--- src/rtl/tt_pkg.sv ---
// Shared types and sizes for the truth-table sweeper.
// FSM state encoding, vector count and index/counter widths.
package tt_pkg;

    localparam int unsigned TT_VECTORS = 16;
    localparam int unsigned TT_IDX_W   = 4;
    localparam int unsigned TT_CNT_W   = 4;

    typedef logic [1:0] state_t;

    localparam state_t StIdle   = 2'd0;
    localparam state_t StApply  = 2'd1;
    localparam state_t StSample = 2'd2;
    localparam state_t StDone   = 2'd3;

endpackage

--- src/rtl/tt_settle_timer.sv ---
// Settle timer for the truth-table sweeper: loadable down-counter.
// expired flags the last settle cycle of the current vector.
module tt_settle_timer
    import tt_pkg::*;
(
    input  logic                clk,
    input  logic                rst,
    input  logic                load,
    input  logic [TT_CNT_W-1:0] load_val,
    input  logic                en,
    input  logic                clear,
    output logic                expired
);

    logic [TT_CNT_W-1:0] cnt_q;

    always_ff @(posedge clk or posedge rst) begin
        if (rst) begin
            cnt_q <= '0;
        end else if (clear) begin
            cnt_q <= '0;
        end else if (load) begin
            cnt_q <= load_val;
        end else if (en && (cnt_q != '0)) begin
            cnt_q <= cnt_q - TT_CNT_W'(1);
        end
    end

    assign expired = (cnt_q == TT_CNT_W'(1));

endmodule

--- src/rtl/truth_table_sweeper.sv ---
// Steps {A,B,C,D} through all 16 vectors and captures the evaluator result per vector.
// table is a reserved word, so the capture port is truth_table; TT_CHECK_EN adds expected/mismatch.
module truth_table_sweeper
    import tt_pkg::*;
#(
    parameter int unsigned SETTLE_CYCLES = 2
) (
    input  logic                  clk,
    input  logic                  rst,
    input  logic                  start,
    input  logic                  abort,
    output logic                  A,
    output logic                  B,
    output logic                  C,
    output logic                  D,
    input  logic                  out,
    output logic                  busy,
    output logic                  done,
`ifdef TT_CHECK_EN
    input  logic [TT_VECTORS-1:0] expected,
    output logic                  mismatch,
`endif
    output logic [TT_VECTORS-1:0] truth_table
);

    state_t                state_q, state_d;
    logic [TT_IDX_W-1:0]   idx_q, idx_d;
    logic [TT_VECTORS-1:0] table_q, table_d;
    logic                  tmr_load, tmr_en, tmr_clear, tmr_expired;
    logic                  accept, last_capture;

    tt_settle_timer u_timer (
        .clk      (clk),
        .rst      (rst),
        .load     (tmr_load),
        .load_val (TT_CNT_W'(SETTLE_CYCLES)),
        .en       (tmr_en),
        .clear    (tmr_clear),
        .expired  (tmr_expired)
    );

    assign accept       = (state_q == StIdle) && start;
    assign last_capture = (state_q == StSample) && !abort
                          && (idx_q == TT_IDX_W'(TT_VECTORS - 1));

    always_comb begin
        state_d   = state_q;
        idx_d     = idx_q;
        table_d   = table_q;
        tmr_load  = 1'b0;
        tmr_en    = 1'b0;
        tmr_clear = 1'b0;
        case (state_q)
            StIdle: begin
                if (start) begin
                    state_d  = StApply;
                    idx_d    = '0;
                    table_d  = '0;
                    tmr_load = 1'b1;
                end
            end
            StApply: begin
                if (abort) begin
                    state_d   = StIdle;
                    idx_d     = '0;
                    tmr_clear = 1'b1;
                end else begin
                    tmr_en = 1'b1;
                    if (tmr_expired) begin
                        state_d = StSample;
                    end
                end
            end
            StSample: begin
                if (abort) begin
                    // Abort wins over capture; the partial table is kept as is.
                    state_d   = StIdle;
                    idx_d     = '0;
                    tmr_clear = 1'b1;
                end else begin
                    table_d[idx_q] = out;
                    if (idx_q == TT_IDX_W'(TT_VECTORS - 1)) begin
                        state_d = StDone;
                    end else begin
                        state_d  = StApply;
                        idx_d    = idx_q + TT_IDX_W'(1);
                        tmr_load = 1'b1;
                    end
                end
            end
            StDone: begin
                state_d = StIdle;
                idx_d   = '0;
            end
            default: begin
                state_d = StIdle;
                idx_d   = '0;
            end
        endcase
    end

    always_ff @(posedge clk or posedge rst) begin
        if (rst) begin
            state_q <= StIdle;
            idx_q   <= '0;
            table_q <= '0;
        end else begin
            state_q <= state_d;
            idx_q   <= idx_d;
            table_q <= table_d;
        end
    end

    assign busy         = (state_q == StApply) || (state_q == StSample);
    assign done         = (state_q == StDone);
    assign {A, B, C, D} = busy ? idx_q : '0;
    assign truth_table  = table_q;

`ifdef TT_CHECK_EN
    logic mismatch_q;

    // Compared against the post-capture table so the last vector is included.
    always_ff @(posedge clk or posedge rst) begin
        if (rst) begin
            mismatch_q <= 1'b0;
        end else if (accept) begin
            mismatch_q <= 1'b0;
        end else if (last_capture) begin
            mismatch_q <= (table_d != expected);
        end
    end

    assign mismatch = mismatch_q;
`endif

endmodule

--- config.mk ---
export PLATFORM = sky130hd
export DESIGN_NAME = truth_table_sweeper
export DESIGN_NICKNAME = d
export VERILOG_FILES = /design/src/rtl/tt_pkg.sv /design/src/rtl/tt_settle_timer.sv /design/src/rtl/truth_table_sweeper.sv
export SDC_FILE = /design/constraint.sdc
export NUM_CORES = 1
export LEC_CHECK = 0
export CAP_MARGIN = 15
export CORE_ASPECT_RATIO = 1.1
export CORE_UTILIZATION = 49
export CTS_BUF_LIST = sky130_fd_sc_hd__clkbuf_4
export DETAILED_ROUTE_END_ITERATION = 10
export GPL_ROUTABILITY_DRIVEN = 0
export PLACE_DENSITY = 0.85
export SETUP_SLACK_MARGIN = 0.02
export SYNTH_ARGS = -nofsm -noshare
export SYNTH_HDL_FRONTEND = slang
export SYNTH_SLANG_ARGS = --single-unit
--- constraint.sdc ---
create_clock -name clk -period 1.63 [get_ports clk]
set_input_delay 0.326 -clock clk [delete_from_list [all_inputs] [get_ports clk]]
set_output_delay 0.326 -clock clk [all_outputs]
set_load 0.01 [all_outputs]
---- Word-level counts from Yosys, hierarchy flattened ----
Index checks and enable logic that the tools add are counted.
storage, ports and cells
  register bits after elaboration ......... 26
  input bits .............................. 5
operators by class
  add/sub/neg operators ................... 2
  magnitude comparators ................... 2
  equality and inequality tests ........... 10
  mux-type cells .......................... 29
  reduce and logical (&&, ||, !) cells .... 11
operator list
  cell                                                                count
  2-to-1 mux 16 bit                                                   2
  2-to-1 mux 4 bit                                                    8
  one-hot mux 16 bit (2 select lines)                                 1
  bitwise mux 16 bit                                                  1
  one-hot mux 4 bit (4 select lines)                                  1
  2-to-1 mux 2 bit                                                    5
  2-to-1 mux 1 bit                                                    8
  one-hot mux 2 bit (4 select lines)                                  1
  inequality test 2 bit (second input constant)                       3
  inequality test 3 bit (second input constant)                       2
  AND reduction 3 bit                                                 2
  < comparator 4 x 5 -> 1 bit (second input constant)                 1
  adder 4 x 1 -> 4 bit (second input constant)                        1
  demux 1 bit (select 4 bit)                                          1
  == test 2 bit (second input constant)                               2
  == test 4 x 1 -> 1 bit (second input constant)                      1
  == test 4 bit (second input constant)                               1
  greater-or-equal comparator 4 x 1 -> 1 bit (second input constant)  1
  nonzero test 4 bit                                                  1
  subtractor 4 x 1 -> 4 bit (second input constant)                   1
  nonzero test 3 bit                                                  1
  == test 2 x 1 -> 1 bit (second input constant)                      1
  logical AND 1 bit                                                   2
  zero test 2 bit                                                     1
  other kinds (5)                                                     5

---- Longest topological paths before layout ----
  word-level depth ........................ 7
  mapped depth ............................ 7
  depth with buffers taken out ............ 6

---- By module ----
From an unflattened synthesis, not the netlist that was laid out.
unflattened totals
  cells, all modules ...................... 175
  area, all modules ....................... 1607.8 um^2
modules (own cells, without submodules)
  module               instances  cells an instance  area an instance (um^2)
  truth_table_sweeper  1          142                1277.5
  tt_settle_timer      1          33                 330.3

---- Worst setup path before layout ----
OpenSTA, ideal clock, no wires.
  path type ............................... register to register
  start ................................... reg state_q[1]
  end ..................................... reg u_timer.cnt_q[1]
  setup time .............................. 0.082 ns
  arrival ................................. 1.432 ns
  data required time ...................... 1.548 ns
  setup slack ............................. 0.116 ns
  cell stages (with the launch flop) ...... 7
  path buffers ............................ 0
  period minus slack after synthesis ...... 1.514 ns
  cell sequence ........................... dfrtp_1 -> inv_1 -> ha_1 -> nand2b_4 -> a21oi_2 -> mux2_1 -> a31oi_1
between the ends
  word-level cells in the longest chain between the ends .. 4
  elaborated cells on any way between the ends .. 11
ends and longest elaborated chain
  what                                                              line                        text
  start: declaration                                                truth_table_sweeper.sv:26   state_t state_q, state_d;
  start signal: assignment                                          truth_table_sweeper.sv:104  state_q <= StIdle;
  start signal: assignment                                          truth_table_sweeper.sv:108  state_q <= state_d;
  == test 2 bit, or another cell as far along                       truth_table_sweeper.sv:53   case (state_q)
  one-hot mux 1 bit (2 select lines), or another cell as far along  truth_table_sweeper.sv:53
  2-to-1 mux 4 bit, or another cell as far along                    tt_settle_timer.sv:22       end else if (load) begin
  2-to-1 mux 4 bit or nonzero test 3 bit (tied branches)            -
  end signal: assignment                                            tt_settle_timer.sv:23       cnt_q <= load_val;
  end signal: assignment                                            tt_settle_timer.sv:25       cnt_q <= cnt_q - TT_CNT_W'(1);
  end: declaration                                                  tt_settle_timer.sv:15       logic [TT_CNT_W-1:0] cnt_q;
Parallel ways exist; a longest one is shown, timed or not.
A chain may end at the register's enable or synchronous reset.

---- Final worst setup path ----
  start ................................... reg state_q[0]
  end ..................................... out C
between the ends
  word-level cells in the longest chain between the ends .. 3
  elaborated cells on any way between the ends .. 4
ends and longest elaborated chain
  what                                                     line                        text
  == test 2 x 1 -> 1 bit or == test 2 bit (tied branches)  truth_table_sweeper.sv:114  assign busy = (state_q == StApply) || (state_q == StSample);
  logical OR 1 bit *                                       truth_table_sweeper.sv:114
  2-to-1 mux 4 bit *                                       truth_table_sweeper.sv:116  assign {A, B, C, D} = busy ? idx_q : '0;
  end: declaration                                         truth_table_sweeper.sv:14   output logic C,
Every way passes the cells marked *; elsewhere a longest branch is shown, timed or not.

==> impl_table.tex <==
\begin{tabular}{lr}
\hline
Metric & Value \\
\hline
\multicolumn{2}{l}{\textbf{Hold path}} \\
\quad HP Class & input pin to async pin \\
\multicolumn{2}{l}{\textbf{Power and ir drop}} \\
\quad Sequential share of power & 0.287 \\
\quad Power share of the combinational group & 0.606 \\
\quad Switching power total & 1200 µW \\
\quad Sw Ratio & 0.431 \\
\quad Part of the power in the clock network & 0.107 \\
\quad Total power per unit cell area & roughly 1200 nW/µm² \\
\quad Cell leakage power & 0.00116 µW \\
\quad Peak supply drop & 1440 µV \\
\quad Internal portion of total power & 1580 µW \\
\multicolumn{2}{l}{\textbf{Cells and area}} \\
\quad Area occupied by multi-input gates & 986 µm² \\
\quad Ratio of cells with drive above 1 in the final layout & 0.351 \\
\quad Register area & approximately 650 µm² \\
\quad Most frequent standard cell in the layout excluding fill and tap cells & buf\_4 \\
\quad Final instance count without filler cells & roughly 260 \\
\quad Number of nets in the final layout & 242 \\
\quad Count of filler cells inserted in the layout & 222 \\
\quad Leading cell types in the layout, fill and taps excluded & 31 x buf\_4, 26 x dfrtp\_1, 22 x o21ai\_1 \\
\quad Area added between synthesis and finish & 46.9\% \\
\quad Final antenna diode count & 0 \\
\multicolumn{2}{l}{\textbf{Routing}} \\
\quad Post-detailed-route wirelength per cell & 16.9 µm \\
\quad DR pass1 iterations & 4 \\
\quad Routed vias & 1516 \\
\quad Via density & 5.85 \\
\quad Routed Antenna Nets & 0 \\
\quad Total Wirelength & 4390 µm \\
\quad DR iter-0 viols & 35 \\
\quad Drc violations & 0 \\
\multicolumn{2}{l}{\textbf{Global route}} \\
\quad Global-route wire length before repair & 6930 µm \\
\quad Antenna violations before repair & 0 \\
\quad Number of global-route vias before repair & 1474 \\
\quad Met1 GRT Util & 0.284 \\
\quad Sum of overflow across all layers after global routing & 0 \\
\quad Aggregate global-route resource usage & 0.262 \\
\quad Pin count of the biggest net entering global routing & 27 \\
\quad Met2 global-route usage & 0.546 \\
\quad Highest-utilization routing layer at the global route stage & met2 \\
\quad Global-route track usage on met3 & 0.0315 \\
\multicolumn{2}{l}{\textbf{Setup path}} \\
\quad Critical path arrival & 1.34 ns \\
\quad Cell chain of the critical path & inv\_2, ha\_4, and2\_4, buf\_6 \\
\quad Element type at the critical path end & output pin \\
\quad CP max stage cell & dfrtp\_1 \\
\quad Type of the setup path with the least slack & flop to output pin \\
\quad Critical path's largest stage delay & 0.42 ns \\
\quad Critical path launch point type & flop \\
\quad Crit path max fanout & 6 \\
\quad Required time of the critical path & 1.30 ns \\
\multicolumn{2}{l}{\textbf{STA}} \\
\quad Final hold vios & 0 \\
\quad RSZ-0062 raised after global routing & true \\
\quad Min Clock Period, post-route & 1.67 ns \\
\quad Final total negative setup slack & -0.122 ns \\
\quad Slew Limit Fails & 0 \\
\quad Worst-margin pin slew & 0.337 ns \\
\quad Worst rel slew slack & 0.775 \\
\quad Worst-case setup margin in the final layout & -0.0375 ns \\
\quad Final worst path period share & 1.02 \\
\quad Maximum achievable frequency & 0.600 GHz \\
\quad Final Skew & approximately 0.017 ns \\
\quad Number of setup violations in the final report & 4 \\
\multicolumn{2}{l}{\textbf{Place}} \\
\quad Port Buffer Count & 26 \\
\quad Final HPWL from detailed placement & 3110 µm \\
\quad Instance count after placement with tap cells included & 247 \\
\multicolumn{2}{l}{\textbf{Synthesis}} \\
\quad Cell types occupying the most area after synthesis & dfrtp\_1 42\%, ha\_1 8.8\%, a21boi\_0 7.2\% \\
\quad Synth cell types & 41 \\
\quad Post-synth net total & around 180 \\
\quad Yosys reg bits & 26 \\
\quad Async set-or-reset flop fraction in the synthesized netlist & 1.00 \\
\quad Average cell area after synthesis & 9.32 µm² \\
\quad Cell type contributing the most total cell area after synthesis & dfrtp\_1 \\
\quad Primary flip-flop cell chosen by synthesis mapping & dfrtp\_1 \\
\quad Synth top area share & 0.418 \\
\quad Sequential area share after synthesis & 0.418 \\
\quad EDFF count, synth & 0 \\
\quad Total of warnings raised by yosys & 0 \\
\quad Cell count after synthesis & 167 \\
\quad Cell Area, Synth & 1560 µm² \\
\multicolumn{2}{l}{\textbf{Clocking}} \\
\quad Reg clk slew, reported paths & roughly 0.16 ns \\
\quad Clock sinks & 26 \\
\quad Total clock buffers created by CTS & 3 \\
\quad Count of H-tree levels built during CTS & 1 \\
\quad Latest clock arrival within the worst-skew pair & $\sim$0.34 ns \\
\quad Worst-case clock buffer depth & 2 \\
\quad CTS root buf & clkbuf\_4 \\
\quad Clock tree from TritonCTS & built \\
\quad Count of hold-fix buffers inserted at cts & 0 \\
\multicolumn{2}{l}{\textbf{Die}} \\
\quad Area inside the core boundary & a little over 3000 µm² \\
\quad Die width & roughly 56 µm \\
\quad Number of placed I/O pins & 27 \\
\quad Number of rows in the core area & 21 \\
\quad Die footprint & 3410 µm² \\
\quad Die height & about 60 µm \\
\quad Initial core utilization & 0.515 \\
\multicolumn{2}{l}{\textbf{Outcome}} \\
\quad Failing checks & setup timing \\
\quad Outcome & complete, but fails checks \\
\multicolumn{2}{l}{\textbf{Run}} \\
\quad Reported max-cap violation count & 0 \\
\hline
\end{tabular}
worst paths after layout:
path                                  startpoint                to  slack [ns]  depth (start not counted)
worst max-delay path                  state_q[0]                 C       -0.04                          4
worst min-delay path                         rst          idx_q[2]        0.32                          3
worst max register to register  u_timer.cnt_q[0]  u_timer.cnt_q[1]        0.02                          5
max in group asynchronous                    rst   truth_table[11]        1.03                          3
min in group clk                  truth_table[7]    truth_table[7]        0.52                          2
worst min register to register    truth_table[7]    truth_table[7]        0.52                          2
area by class of cell:
cell class              instances  area share
multi-input cells             126       0.431
flip-flops and latches         26       0.285
repair buffers                 60       0.239
well taps                      34      0.0186
inverters                       9      0.0148
clock buffers                   3     0.00985
clock inverters                 1     0.00164
stage by stage:
step | hold slack (ns) | util | total power [µW] | setup slack, ns | instance area (µm²)
floorplan | 0.366 | - | 1590 | 0.116 | 1560
global placement | 0.488 | 0.669 | 2090 | -0.128 | 2020
detailed placement | 0.503 | 0.669 | 2180 | -0.191 | 2020
CTS | 0.342 | 0.701 | 2580 | -0.0388 | 2120
global route | 0.360 | 0.757 | 2950 | -0.0803 | 2290
finish | 0.318 | 0.757 | 2790 | -0.0375 | 2290
kinds of logic (layout without fill, tap and decap cells):
| family | after synthesis | after routing | share of synthesized area |
|---|---|---|---|
| flops | 26 | 26 | 0.418 |
| buf+inv | 15 | 73 | 0.0426 |
| compound gates | 69 | 69 | 0.276 |
| fa+ha+maj | 11 | 11 | 0.0884 |
| xor+xnor | 1 | 1 | 0.00563 |
| mux | 2 | 2 | 0.0137 |
| simple gates | 43 | 43 | 0.156 |
state kept, by name, indices dropped and copies added (netlist names):
register,count
idx_q,4
state_q,2
truth_table,16
u_timer.cnt_q,4
power groups by stage:
| stage | combinational, µW | clock [µW] | sequential, µW |
|---|---|---|---|
| CTS | 1500 | 303 | 786 |
| global route | 1820 | 324 | 806 |
| floorplan | 804 | 0 | 791 |
| detailed placement | 1390 | 0 | 793 |
| global placement | 1310 | 0 | 784 |
| finish | 1690 | 297 | 800 |
critical path, delay by kind of cell (launching register included):
kind                     cells  cell delay [ns]
adder cells (fa/ha/maj)      1             0.22
flip-flops                   1             0.42
buffers and inverters        2             0.20
AND/OR/NAND/NOR              1             0.16
synthesized netlist by cell type, types with 2 or more instances:
cell type,instances
o21ai_0,18
nand2_1,12
nor2_1,7
o211ai_1,2
dfrtp_1,26
a31oi_1,3
a21oi_1,4
and2_1,5
buf_2,2
ha_1,11
buf_4,2
a21boi_0,15
o21ai_1,19
nand2b_1,3
inv_1,9
nor2b_1,4
repair_timing:
item	4_1_cts	5_1_grt
buffers inserted	1	7
pin swaps	5	10
gates resized for setup	48	44
setup endpoints to repair	27	40
per-layer routing:
layer / vias up / wire length, µm
li1: 713 / -
met1: 742 / 1670
met2: 47 / 2450
met3: 14 / 162
met4: 0 / 112
met5: - / 0
(Power assumes the default switching activity.)
